$ cat config.mk
export PLATFORM = sky130hd
export DESIGN_NAME = sqrt_seq
export DESIGN_NICKNAME = d
export VERILOG_FILES = /design/src/rtl/sqrt_seq.sv
export SDC_FILE = /design/constraint.sdc
export NUM_CORES = 1
export LEC_CHECK = 0
export CAP_MARGIN = 10
export CORE_MARGIN = 1
export CORE_UTILIZATION = 50
export DETAILED_ROUTE_END_ITERATION = 12
export GPL_TIMING_DRIVEN = 0
export HOLD_SLACK_MARGIN = 0.15
export PLACE_DENSITY = 0.78
export SKIP_CTS_REPAIR_TIMING = 1
export SLEW_MARGIN = 15
export SYNTH_ARGS = -nofsm -noshare
export SYNTH_HDL_FRONTEND = slang
export SYNTH_SLANG_ARGS = --single-unit
$ cat constraint.sdc
create_clock -name clk -period 4.6 [get_ports clk]
set_input_delay 1.38 -clock clk [delete_from_list [all_inputs] [get_ports clk]]
set_output_delay 1.38 -clock clk [all_outputs]
set_load 0.005 [all_outputs]
$ cat src/rtl/sqrt_seq.sv
`default_nettype none
// ============================================================================
//  Module      : sqrt_seq
//  Description : Sequential unsigned integer square root, one root bit per
//                clock via restoring shift/subtract. Returns floor root,
//                remainder against the floor root, optional round-to-nearest
//                root with saturation flag. Valid/ready on both sides.
//  Revision    : 1.0 - initial release
// ============================================================================
module sqrt_seq #(
    parameter int W = 32
) (
    input  logic             clk,
    input  logic             rst_n,
    input  logic             in_valid,
    output logic             in_ready,
    input  logic [W-1:0]     radicand,
    input  logic             round,
    output logic             out_valid,
    input  logic             out_ready,
    output logic [W/2-1:0]   root,
    output logic [W/2:0]     rem,
    output logic             sat
);

    localparam int R  = W / 2;
    localparam int R1 = R + 1;
    localparam int KW = (R > 1) ? $clog2(R) : 1;
    localparam logic [KW-1:0] K_LAST = KW'(R - 1);

    typedef enum logic [1:0] {
        S_IDLE = 2'd0,
        S_CALC = 2'd1,
        S_DONE = 2'd2
    } state_t;

    state_t          state_q, state_d;
    logic [KW-1:0]   k_q, k_d;
    logic [W-1:0]    rad_q, rad_d;      // radicand, consumed two MSBs per step
    logic [R-1:0]    proot_q, proot_d;  // partial root
    logic [R-1:0]    prem_q, prem_d;    // partial remainder (< 2^R before last step)
    logic            rnd_q, rnd_d;
    logic [R-1:0]    root_q, root_d;
    logic [R:0]      rem_q, rem_d;
    logic            sat_q, sat_d;

    // One restoring iteration; R+2 bits hold the shifted remainder without loss.
    logic [R+1:0]    rem_shift;
    logic [R+1:0]    trial;
    logic            take;
    logic [R:0]      rem_new;
    logic [R-1:0]    root_new;
    logic            round_up;
    logic [R:0]      root_inc;

    assign rem_shift = {prem_q, rad_q[W-1:W-2]};
    assign trial     = {proot_q, 2'b01};
    assign take      = (rem_shift >= trial);
    // Both branches are below 2^(R+1), so the top bit can be dropped safely.
    assign rem_new   = take ? R1'(rem_shift - trial) : R1'(rem_shift);
    assign root_new  = {proot_q[R-2:0], take};

    // Round up when radicand - r^2 > r, i.e. sqrt lies strictly above r + 0.5.
    assign round_up  = rnd_q && (rem_new > {1'b0, root_new});
    assign root_inc  = {1'b0, root_new} + R1'(1);

    // Next-state and datapath update; every target defaults to hold.
    always_comb begin
        state_d = state_q;
        k_d     = k_q;
        rad_d   = rad_q;
        proot_d = proot_q;
        prem_d  = prem_q;
        rnd_d   = rnd_q;
        root_d  = root_q;
        rem_d   = rem_q;
        sat_d   = sat_q;
        case (state_q)
            S_IDLE: begin
                if (in_valid) begin
                    state_d = S_CALC;
                    rad_d   = radicand;
                    rnd_d   = round;
                    proot_d = '0;
                    prem_d  = '0;
                    k_d     = K_LAST;
                end
            end
            S_CALC: begin
                rad_d   = rad_q << 2;
                proot_d = root_new;
                prem_d  = rem_new[R-1:0];
                k_d     = k_q - KW'(1);
                if (k_q == '0) begin
                    state_d = S_DONE;
                    rem_d   = rem_new;
                    sat_d   = round_up && root_inc[R];
                    if (!round_up) begin
                        root_d = root_new;
                    end else if (root_inc[R]) begin
                        root_d = '1;
                    end else begin
                        root_d = root_inc[R-1:0];
                    end
                end
            end
            S_DONE: begin
                if (out_ready) begin
                    state_d = S_IDLE;
                end
            end
            default: begin
                state_d = S_IDLE;
            end
        endcase
    end

    // State and datapath registers; asynchronous reset drops any in-flight work.
    always_ff @(posedge clk or negedge rst_n) begin
        if (!rst_n) begin
            state_q <= S_IDLE;
            k_q     <= '0;
            rad_q   <= '0;
            proot_q <= '0;
            prem_q  <= '0;
            rnd_q   <= 1'b0;
            root_q  <= '0;
            rem_q   <= '0;
            sat_q   <= 1'b0;
        end else begin
            state_q <= state_d;
            k_q     <= k_d;
            rad_q   <= rad_d;
            proot_q <= proot_d;
            prem_q  <= prem_d;
            rnd_q   <= rnd_d;
            root_q  <= root_d;
            rem_q   <= rem_d;
            sat_q   <= sat_d;
        end
    end

    assign in_ready  = (state_q == S_IDLE);
    assign out_valid = (state_q == S_DONE);
    assign root      = root_q;
    assign rem       = rem_q;
    assign sat       = sat_q;

endmodule
`default_nettype wire

* After elaboration in Yosys (flattened, before gate mapping) *
Cells that the tools add are included.

word-level totals
  register bits = 105
  input bits = 37
  output and inout port bits = 36
  word-level logic and storage cells = 42

operators by class
  add/subtract/negate cells = 3
  $lt $le $gt $ge = 2
  eq/ne operators = 5
  mux-type cells = 14
  reduce and logical (&&, ||, !) cells = 9

operator list
  operator                                               count
  case mux 16 bit (2 select lines)                       2
  case mux 32 bit (2 select lines)                       1
  2-to-1 mux 16 bit                                      3
  2-to-1 mux 32 bit                                      1
  greater-or-equal comparator 18 bit                     1
  adder 16 x 1 -> 17 bit, second input constant          1
  greater-than comparator 17 x 16 -> 1 bit               1
  2-to-1 mux 17 bit                                      1
  subtractor 17 bit                                      1
  case mux 4 bit (2 select lines)                        1
  2-to-1 mux 2 bit                                       3
  case mux 2 bit (3 select lines)                        1
  AND reduction 2 bit                                    3
  zero test 4 bit                                        1
  2-to-1 mux 4 bit                                       1
  inequality test 2 bit, second input constant           2
  subtractor 4 x 1 -> 4 bit, second input constant       1
  AND reduction 3 bit                                    1
  equality test 2 x 1 -> 1 bit, second input constant    1
  equality test 2 bit, second input constant             1
  logical AND 1 bit                                      2
  zero test 2 bit                                        1
  inequality test 2 x 1 -> 1 bit, second input constant  1
  nonzero test 2 bit                                     1

* Logic depth before layout (Yosys ltp) *
  word-level depth = 5
  mapped depth = 22
  mapped depth without buffers = 19

* Least setup slack after synthesis *
OpenSTA, ideal clock, no wires.

  path kind = register -> register
  start point = register proot_q[3]
  end point = register root_q[2], in the netlist root[2]
  setup time = 0.120 ns
  arrival time = 4.441 ns
  data required time = 4.480 ns
  setup slack = 0.038 ns
  cell stages (with the launch flop) = 21
  buffers on the path = 2
  clock period less this slack = 4.562 ns
  cells stage by stage = dfrtp_1 buf_2 inv_1 ha_1 nand2_1 o31a_1 o31ai_2 a21oi_2 inv_2 buf_2 mux2i_1 inv_1 ha_1 and3_1 a221oi_1 a21oi_1 a211o_1 a211oi_2 a21oi_2 a21o_1 a31o_2

on the way
  word-level cells in the longest chain between the ends = 5
  elaborated cells on any way between the ends = 8
  classes of those cells = 2 x add/sub; 2 x order compare; 3 x mux; 1 x reduce/logical

RTL lines
  item                                                                            line    source
  start: declaration                                                              40      logic [R-1:0] proot_q, proot_d;
  start signal: assignment                                                        134     proot_q <= proot_d;
  subtractor 17 bit / greater-or-equal comparator 18 bit (equally long branches)  60, 58
  2-to-1 mux 17 bit (*)                                                           60      assign rem_new = take ? R1'(rem_shift - trial) : R1'(rem_shift);
  via rem_new[13]                                                                 51      logic [R:0] rem_new;
  greater-than comparator 17 x 16 -> 1 bit (*)                                    64      assign round_up = rnd_q && (rem_new > {1'b0, root_new});
  logical AND 1 bit (*)                                                           64
  2-to-1 mux 16 bit (*)                                                           98      if (!round_up) begin
  end signal: assignment                                                          137     root_q <= root_d;
  end: declaration                                                                43      logic [R-1:0] root_q, root_d;

The timed path passes the listed nets; every way through them passes the cells marked *.
A chain may end at the register's enable or synchronous reset.

* Final worst setup path *
  start point = register proot_q[7]
  end point = register root_q[5], in the netlist root[5]

Same word-level chain as after synthesis.

==> results by group <==
Global routing
  • Largest net degree at the start of global routing: 88
  • Vias in the first global route: 5193
  • Gr ovfl total: 0
  • First-pass GRT wire length: 25900 um
  • GRT Overall Usage: 0.270
  • Initial antenna violation count: 0

Die
  • Die ar.: 12300 sq um
  • Die Ht: 111 um
  • Initial core utilization: 0.516
  • Core area: 11500 sq um
  • FP Rows: 39
  • Top Ports: 73
  • Die Wd: 111 um

Setup path
  • Stages on the worst setup path: 21
  • Crit path max-delay cell type: or4_4
  • R2r worst-path depth: 21
  • Critical Path, Cell by Cell: inv_4 -> ha_4 -> a21oi_2 -> o211ai_1 -> a311oi_2 -> o31ai_4 -> a21oi_4 -> clkinv_4 -> buf_12 -> mux2i_4 -> inv_1 -> ha_4 -> nand3_1 -> or2_4 -> o211ai_1 -> o211ai_1 -> o211a_1 -> buf_6 -> or4_4 -> o221ai_2 -> o21ai_1
  • Crit path top cell by count: o211ai_1
  • Crit. Startpoint: proot_q[7]
  • Critical setup path kind: flop to flop
  • CP endpoint: root[5]
  • WP data required: 4.84 ns
  • Critical R2R Capture: root[5]
  • Crit. End Element: flop
  • Crit path max fanout: 7
  • Delay of the slowest critical-path stage: 0.58 ns
  • CP Buf/Inv Count: 5
  • Family with the most delay on the worst path: compound AO/OA/AOI/OAI gates
  • Worst reg2reg startpoint: proot_q[7]
  • Crit path DAT: 5.03 ns
  • Reg2Reg Setup Slack: -0.19 ns
  • CP Launch Type: flop

STA
  • Worst setup margin: -0.186 ns
  • Worst Skew: 0.00785 ns
  • Fin. Hold Viols: 0
  • Slew Viols, Final: 0
  • Least-Margin Pin Slew: 0.715 ns
  • Setup_tns: -1.50 ns
  • Worst rel slew slack: 0.523
  • Setup violations, final: 15
  • Unrepaired setup endpoints after global routing: true
  • Fin crit period: 4.79 ns
  • Peak Freq: 0.209 GHz
  • Fin crit share: 1.04

Yosys
  • Synth Instances: 646
  • Post-Syn Area per Cell: 9.19 sq um
  • Distinct cells, synth: 68
  • Top-count cell post-synth: nand2_1
  • Seq/Total Area, Yosys: 0.443
  • Synth Cell Area: 5940 sq um
  • Synth Net Count: 719
  • Async set-reset flop share out of synthesis: 1.00
  • Post-synth EDFFs: 0
  • Most instantiated cells after synthesis: nand2_1 (120), dfrtp_1 (105), o21ai_0 (41)
  • Synth Flop Type: dfrtp_1
  • Ys Warns: 0
  • Leading post-synthesis cells by cell area: dfrtp_1 (44%), ha_1 (7.6%), nand2_1 (7.6%), a22oi_1 (3.5%), o21ai_0 (3.5%)
  • Seq cells post-synth: 105
  • Share of the synthesized area in the top cell type: 0.443
  • Cell taking the most area after synthesis: dfrtp_1

Clock tree
  • Maximum clock path buffer count: 2
  • Clk slew on worst S/H paths: 0.07 ns
  • H-tree Lvls: 3
  • Total CTS buffers: 9
  • CTS tree: done
  • Clock root buffer: clkbuf_16
  • # clock sinks: 105
  • Clk_lat worst skew: 0.37 ns

Run status
  • Status: finished, violations left
  • Failing checks: DRC, setup timing

Drt
  • DRC viols: 7
  • Via density: 6.18
  • Vias post-DR: 5668
  • Drt pass-1 iters: 9
  • Avg WL per Cell: 19.4 um
  • Starting DRC count in detailed routing: 606
  • Detailed Route WL: 17800 um
  • Routed Antenna Nets: 0

Placed design
  • Placer congestion estimate: 0.987
  • Post-Place Cell Area: 6870 sq um
  • Post-DP HPWL: 11700 um
  • Setup WS pre-CTS: -1.11 ns
  • Port Buffers: 72

Flow run
  • Max-cap violation count: 0

Cells and area
  • Fin nets: 842
  • Final core occ: 0.694
  • Layout cells sized above 1: 0.200
  • Final std cell area, no fill: 7990 sq um
  • Ant diodes: 0
  • P&R area growth vs syn: 34.6%

Min path
  • HP Class: flop to flop
## cell type report
class | instances | area, sq um
multi-input cells | 482 | 3500
flip-flops and latches | 105 | 2630
plain buffers | 31 | 168
inverters | 29 | 116
well taps | 143 | 179
clock buffers | 11 | 253
clock inverters | 5 | 85.1
repair buffers | 111 | 1060
fillers | 874 | 3520
## sequential cells by signal, indices dropped and copies added, names as in the netlist
name	cells
rad_q	32
root	16
k_q	4
proot_q	16
sat	1
rnd_q	1
prem_q	16
rem	17
state_q	2
## worst register-to-register path, delay by kind of cell (launching register included)
family                     cells  cell delay (ns)
muxes                          1             0.23
adders and majority gates      2             0.52
DFF                            1             0.44
AOI/OAI and AO/OA             10             1.76
and+or+nand+nor                3             0.98
buffers and inverters          5             0.74
## per-stage QoR
stage | std cells | hold slack, ns
final | 917 | 0.479
after global routing | 917 | 0.507
after CTS | 878 | 0.481
after detailed placement | 862 | 0.464
after global placement | 861 | 0.459
after floorplan | 646 | 0.447
## placed cells by master (no fill, tap or decap), types with 6 or more instances in the layout
master	n
xnor2_1	9
a22oi_1	28
buf_6	6
ha_4	13
nor2_1	29
a21o_1	6
nand2_1	116
o211ai_1	9
o31ai_1	6
clkbuf_1	23
nand4_1	7
o21ai_0	40
clkbuf_16	10
dfrtp_1	104
inv_2	12
a31oi_1	8
a22o_1	12
a21oi_2	6
clkdlybuf4s50_1	71
nor3_1	11
ha_1	20
buf_4	36
inv_1	15
nand3_1	29
mux2_2	10
a21oi_1	19
## metal layers
metal  track usage  up-vias  share of wire
li1              -     2585              -
met1         0.324     2731           0.38
met2         0.457      293           0.50
met3        0.0547       59          0.079
met4         0.146        0          0.040
met5             0        -              0
## logic make-up after synthesis
logic type               count (synthesis)  share of synthesized area
XOR/XNOR                                14                     0.0207
multiplexers                            15                     0.0276
AND/OR/NAND/NOR                        239                      0.185
buffers and inverters                   60                     0.0415
adder cells (fa/ha/maj)                 36                     0.0759
flip-flops                             105                      0.443
AO/OA/AOI/OAI                          177                      0.207
## worst min path at each step
stage                     startpoint        end  slack (ns)  cells past startpoint
after CTS                     rem[6]     rem[6]        0.48                      2
final                         rem[6]     rem[6]        0.48                      2
after global routing       rad_q[27]  rad_q[27]        0.51                      2
after global placement     rad_q[26]  rad_q[26]        0.46                      2
after floorplan            rad_q[10]  rad_q[10]        0.45                      2
after detailed placement      rem[6]     rem[6]        0.46                      2
Power is left out: the tool's default activity adds up to more than one toggle a clock period on the data nets, which glitch-free logic cannot reach.
